**config.mk**
```make
export PLATFORM = sky130hd
export DESIGN_NAME = wb_intc
export DESIGN_NICKNAME = d
export VERILOG_FILES = /design/src/rtl/wb_intc_pkg.sv /design/src/rtl/wb_intc_src.sv /design/src/rtl/wb_intc.sv
export SDC_FILE = /design/constraint.sdc
export NUM_CORES = 1
export LEC_CHECK = 0
export BUFFER_PORTS_ARGS = -buffer_cell sky130_fd_sc_hd__buf_2
export CORE_UTILIZATION = 39
export CTS_BUF_LIST = sky130_fd_sc_hd__clkbuf_8
export CTS_CLUSTER_DIAMETER = 30
export CTS_CLUSTER_SIZE = 14
export DETAILED_ROUTE_END_ITERATION = 6
export GPL_ROUTABILITY_DRIVEN = 0
export PLACE_DENSITY = 0.83
export SLEW_MARGIN = 10
export SYNTH_ARGS = -nofsm -noshare
export SYNTH_HDL_FRONTEND = slang
export SYNTH_SLANG_ARGS = --single-unit
```
**constraint.sdc**
```tcl
create_clock -name clk_i -period 1.85 [get_ports clk_i]
set_input_delay 0.37 -clock clk_i [delete_from_list [all_inputs] [get_ports clk_i]]
set_output_delay 0.37 -clock clk_i [all_outputs]
set_load 0.05 [all_outputs]
```
**src/rtl/wb_intc_pkg.sv**
```systemverilog
// Shared definitions for the wb_intc Wishbone interrupt controller:
// register map offsets (word address bits [3:2]) and the default source count.
package wb_intc_pkg;

    localparam int NUM_IRQ_DEFAULT = 8;

    typedef enum logic [1:0] {
        REG_PENDING = 2'd0,
        REG_ENABLE  = 2'd1,
        REG_ACTIVE  = 2'd2,
        REG_CLAIM   = 2'd3
    } reg_sel_e;

    function automatic reg_sel_e decode_reg(input logic [1:0] word_addr);
        return reg_sel_e'(word_addr);
    endfunction

endpackage

```
**src/rtl/wb_intc_src.sv**
```systemverilog
// Pending-bit capture for one interrupt source. Build option WB_INTC_EDGE_DETECT_EN
// selects rising-edge capture; otherwise the source is level-sensitive.
module wb_intc_src (
    input  logic clk_i,
    input  logic rst_i,
    input  logic src,
    input  logic clr,
    output logic pending
);

    logic set;

`ifdef WB_INTC_EDGE_DETECT_EN
    logic src_q;

    // src_q resets low, so a source already high after reset is seen as an edge.
    always_ff @(posedge clk_i) begin
        if (rst_i) begin
            src_q <= 1'b0;
        end else begin
            src_q <= src;
        end
    end

    assign set = src & ~src_q;
`else
    assign set = src;
`endif

    // NOTE: state registers use non-blocking assignments so every flop samples
    // pre-edge values regardless of process ordering.
    always_ff @(posedge clk_i) begin
        if (rst_i) begin
            pending <= 1'b0;
        end else begin
            pending <= (pending & ~clr) | set;
        end
    end

endmodule

```
**src/rtl/wb_intc.sv**
```systemverilog
// Wishbone interrupt controller: PENDING (W1C), ENABLE, ACTIVE and CLAIM registers
// with a registered irq_o. Build option WB_INTC_EDGE_DETECT_EN enables edge capture.
module wb_intc
    import wb_intc_pkg::*;
#(
    parameter int WB_DATA_WIDTH = 32,
    parameter int WB_ADDR_WIDTH = 32,
    parameter int WB_SEL_WIDTH  = 4,
    parameter int NUM_IRQ       = NUM_IRQ_DEFAULT
) (
    input  logic                     clk_i,
    input  logic                     rst_i,
    input  logic [WB_ADDR_WIDTH-1:0] wb_addr_i,
    input  logic [WB_DATA_WIDTH-1:0] wb_data_i,
    input  logic                     wb_we_i,
    input  logic [WB_SEL_WIDTH-1:0]  wb_sel_i,
    input  logic                     wb_stb_i,
    input  logic                     wb_cyc_i,
    output logic                     wb_ack_o,
    output logic [WB_DATA_WIDTH-1:0] wb_data_o,
    input  logic [NUM_IRQ-1:0]       irq_i,
    output logic                     irq_o
);

    logic [NUM_IRQ-1:0]       pending;
    logic [NUM_IRQ-1:0]       enable;
    logic [NUM_IRQ-1:0]       active;
    logic [NUM_IRQ-1:0]       wr_mask;
    logic [NUM_IRQ-1:0]       pend_clr;
    logic [WB_DATA_WIDTH-1:0] claim;
    logic [WB_DATA_WIDTH-1:0] rd_data;
    logic                     req;
    logic                     wr_commit;
    reg_sel_e                 reg_sel;
    logic                     unused_bus;

    // A request is only accepted when no ack is outstanding, giving one ack per two cycles
    // for a held strobe. Writes commit in the ack cycle while the master still holds the bus.
    assign req       = wb_cyc_i & wb_stb_i & ~wb_ack_o;
    assign wr_commit = wb_ack_o & wb_cyc_i & wb_stb_i & wb_we_i;
    assign reg_sel   = decode_reg(wb_addr_i[3:2]);
    assign active    = pending & enable;

    assign unused_bus = ^{wb_addr_i, wb_data_i, wb_sel_i};

    for (genvar i = 0; i < NUM_IRQ; i++) begin : g_lane
        assign wr_mask[i] = wb_sel_i[i/8];
    end

    assign pend_clr = (wr_commit && reg_sel == REG_PENDING)
                    ? (wb_data_i[NUM_IRQ-1:0] & wr_mask) : '0;

    for (genvar n = 0; n < NUM_IRQ; n++) begin : g_src
        wb_intc_src u_src (
            .clk_i   (clk_i),
            .rst_i   (rst_i),
            .src     (irq_i[n]),
            .clr     (pend_clr[n]),
            .pending (pending[n])
        );
    end

    always_ff @(posedge clk_i) begin
        if (rst_i) begin
            enable <= '0;
        end else if (wr_commit && reg_sel == REG_ENABLE) begin
            enable <= (enable & ~wr_mask) | (wb_data_i[NUM_IRQ-1:0] & wr_mask);
        end
    end

    // Scan from the top so the lowest-numbered active source wins.
    always_comb begin
        // NOTE: every combinational output gets a default first so no path can infer a latch.
        claim = '0;
        for (int i = NUM_IRQ - 1; i >= 0; i--) begin
            if (active[i]) begin
                claim = WB_DATA_WIDTH'(i + 1);
            end
        end
    end

    always_comb begin
        rd_data = '0;
        case (reg_sel)
            REG_PENDING: rd_data[NUM_IRQ-1:0] = pending;
            REG_ENABLE:  rd_data[NUM_IRQ-1:0] = enable;
            REG_ACTIVE:  rd_data[NUM_IRQ-1:0] = active;
            REG_CLAIM:   rd_data = claim;
            default:     rd_data = '0;
        endcase
    end

    always_ff @(posedge clk_i) begin
        if (rst_i) begin
            wb_ack_o  <= 1'b0;
            wb_data_o <= '0;
            irq_o     <= 1'b0;
        end else begin
            wb_ack_o  <= req;
            wb_data_o <= req ? rd_data : '0;
            irq_o     <= |active;
        end
    end

endmodule

```
==> impl_metrics.sql <==
INSERT INTO impl_metrics (metric_group, metric, value, unit) VALUES
('layout', 'ratio_of_cells_with_drive_above_1_in_the_final_layout', '0.214', ''),
('hold_path', 'holdCritStartpoint', 'wb_data_i[1]', ''),
('hold_path', 'hp-class', 'input pin to flip-flop', ''),
('detailed_routing', 'via_total_after_detailed_routing', '1115', ''),
('clock_network', 'worstSkewPairLatency', '260', 'ps'),
('detailed_routing', 'wl_per_cell', '10.8', 'um'),
('setup_path', 'ordered_cell_list_for_the_critical_path', 'a222oi_1 -> nand3_1 -> or3_1 -> a21oi_1', ''),
('hold_path', 'worst_hold_path.endpoint', 'g_src[1].u_src.pending', ''),
('setup_path', 'reg2reg_from', 'g_src[1].u_src.pending', ''),
('detailed_routing', 'drtPass1Iterations', '6', ''),
('sta', 'max_slew.worst_pin.slew', '505', 'ps'),
('power_and_ir_drop', 'power', '0.00125', 'W'),
('sta', 'totalNegativeSetupSlack', '0', 'ps'),
('clock_network', 'postCtsSetupRepairBufs', '0', ''),
('setup_path', 'crit_slowest_cell', 'a222oi_1', ''),
('setup_path', 'worst_r2r_path_depth', '4', ''),
('global_route', 'grt_start_max_net_pins', '18', ''),
('synth', 'synth-warning-count', '0', ''),
('detailed_routing', 'vias_per_cell', '4.72', ''),
('floorplan', 'num_io_pins', '115', ''),
('clock_network', 'htree_levels', '1', ''),
('floorplan', 'core', '3100', 'um^2'),
('layout', 'fin_area', '1510', 'um^2'),
('synth', 'yosys.area.top_type_share', '0.400', ''),
('synth', 'synth_area', '1300', 'um^2'),
('place', 'hpwlAfterDp', '1.91', 'mm'),
('synth', 'synth_cells', '157', ''),
('floorplan', 'fp.dieW', '59.8', 'um'),
('place', 'postPlaceCellArea', '1430', 'um^2'),
('sta', 'worst_slew_margin_relative_to_its_limit', '0.662', ''),
('synth', 'synth_seq_area_share', '0.400', ''),
('detailed_routing', 'detail-route-antenna-nets', '0', ''),
('run', 'max_capacitance_violation_count', '0', ''),
('floorplan', 'die_height', '59.8', 'um'),
('setup_path', 'path_max_fanout', '6', ''),
('sta', 'hold_viol_final', '0', ''),
('synth', 'synth.top_cells.by_area', 'dfxtp_1, buf_4, mux2i_1', ''),
('global_route', 'grt.met1_usage', '0.202', ''),
('sta', 'rsz0062_at_grt', 'false', ''),
('detailed_routing', 'drt-total-wl', '2.55', 'mm'),
('clock_network', 'numCtsBuffers', '3', ''),
('global_route', 'grt_overflow_total', '0', ''),
('global_route', 'globalRoute.busiestLayer', 'met2', ''),
('floorplan', 'die-area', '3570', 'um^2'),
('setup_path', 'cp.required', '2040', 'ps'),
('clock_network', 'clock-sinks', '26', ''),
('detailed_routing', 'first_iter_violations', '37', ''),
('sta', 'setup_viol', '0', ''),
('sta', 'period_needed', '1520', 'ps'),
('clock_network', 'postCtsResizedCells', '0', ''),
('clock_network', 'cts.reportedPaths.clkPinSlew', '80', 'ps'),
('place', 'pre_cts_setup_slack', '165', 'ps'),
('setup_path', 'crit_path_max_incr_delay', '490', 'ps'),
('status', 'run_status', 'finished, final reports clean', ''),
('place', 'count_of_port_buffers_added_during_placement', '33', ''),
('sta', 'finalClockSkew', '1.33', 'ps'),
('clock_network', 'cts.root.buffer_cell', 'clkbuf_8', ''),
('setup_path', 'cp_capture_type', 'flip-flop', ''),
('global_route', 'first_global_vias', '944', ''),
('global_route', 'grt_first_pass_wirelength', '4.16', 'mm'),
('setup_path', 'worst-r2r-setup-slack', '330', 'ps'),
('sta', 'finalCritPeriodShare', '0.822', ''),
('setup_path', 'timing.rr.end', 'wb_data_o[3]', ''),
('clock_network', 'max-clock-path-buffers', '2', ''),
('sta', 'report.final.slew_viol_count', '0', ''),
('setup_path', 'worstSetupPathType', 'flip-flop to flip-flop', ''),
('synth', 'postSynthAreaPerCell', '8.29', 'um^2'),
('power_and_ir_drop', 'leakage', '0.740', 'nW'),
('clock_network', 'ctsHoldBuffers', '0', ''),
('setup_path', 'critical_path_arrival', '1720', 'ps'),
('clock_network', 'tritoncts', 'built', '');
-- how the worst max path moves through the flow --
stage,startpoint,to,slack (ps),depth (start not counted)
2_1_floorplan,wb_ack_o,flip-flop,240,5
3_3_place_gp,wb_addr_i[3],flip-flop,180,5
3_5_place_dp,wb_addr_i[3],flip-flop,160,5
4_1_cts,g_src[1].u_src.pending,wb_data_o[3],350,4
5_1_grt,g_src[1].u_src.pending,wb_data_o[3],190,4
6_report,g_src[1].u_src.pending,wb_data_o[3],330,4
-- per-layer routing --
| layer | routed length (um) | vias to the layer above |
|---|---|---|
| li1 | - | 561 |
| met4 | 36 | 0 |
| met5 | 0 | - |
| met2 | 1150 | 60 |
| met1 | 1150 | 489 |
| met3 | 212 | 5 |
-- Yosys cell counts --
cell type / number
buf_2: 1
a311oi_1: 8
nor2b_1: 5
a221o_1: 1
o21ai_0: 8
nand2_1: 12
or3_1: 2
nor4_2: 1
a21oi_1: 9
conb_1: 1
a41oi_1: 1
dfxtp_1: 26
inv_1: 13
a31oi_1: 1
clkbuf_1: 3
buf_4: 24
nand4_1: 1
nand2b_1: 3
a22oi_1: 6
o211ai_1: 1
a222oi_1: 1
nand3_1: 3
mux2i_1: 8
nor2_1: 18
-- worst max-delay path, delay by kind of cell (launching register included) --
family             cells  cell delay, ps
AOI/OAI and AO/OA      2             630
and+or+nand+nor        2             460
DFF                    1             370
-- kinds of logic (layout without fill, tap and decap cells) --
logic type | count (synthesis) | count (layout) | synth area share
AO/OA/AOI/OAI | 36 | 36 | 0.187
buffers and inverters | 41 | 53 | 0.188
flip-flops | 26 | 26 | 0.400
multiplexers | 8 | 8 | 0.0615
other | 1 | 24 | 0.00288
AND/OR/NAND/NOR | 45 | 45 | 0.161
-- stage by stage --
step,cells,utilization,hold slack (ps)
finish,236,0.485,305
global route,236,0.485,296
CTS,236,0.485,300
detailed placement,232,0.462,490
global placement,232,0.462,483
floorplan,180,-,458
-- where the power goes --
group / switching [W] / internal (W) / total (W) / leakage, nW
logic: 0.000161 / 0.0000419 / 0.000203 / 0.492
registers: 0.0000180 / 0.000574 / 0.000592 / 0.212
clock network: 0.000165 / 0.000289 / 0.000454 / 0.0357
total: 0.000344 / 0.000905 / 0.00125 / 0.740
-- cell usage in the layout (no fill, tap or decap), drive strengths merged --
| cell | instances |
|---|---|
| nand2b | 3 |
| dfxtp | 26 |
| mux2i | 8 |
| clkbuf | 3 |
| buf | 36 |
| a221o | 1 |
| a21oi | 9 |
| o211ai | 1 |
| nor2 | 18 |
| a41oi | 1 |
| nand2 | 12 |
| nand3 | 3 |
| or3 | 2 |
| inv | 13 |
| a31oi | 1 |
| nor4 | 1 |
| bufinv | 1 |
| a311oi | 8 |
| a22oi | 6 |
| o21ai | 8 |
| nand4 | 1 |
| conb | 24 |
| a222oi | 1 |
| nor2b | 5 |
-- cell type report --
cell class / count / area (um^2) / area share
Inverter: 13 / 48.8 / 0.0324
Clock inverter: 1 / 30.0 / 0.0200
Multi-Input combinational cell: 113 / 622 / 0.413
Sequential cell: 26 / 520 / 0.346
Tap cell: 44 / 55.1 / 0.0366
Timing Repair Buffer: 36 / 188 / 0.125
Clock buffer: 3 / 41.3 / 0.0274
No activity file was read; power rests on OpenSTA's default activity.
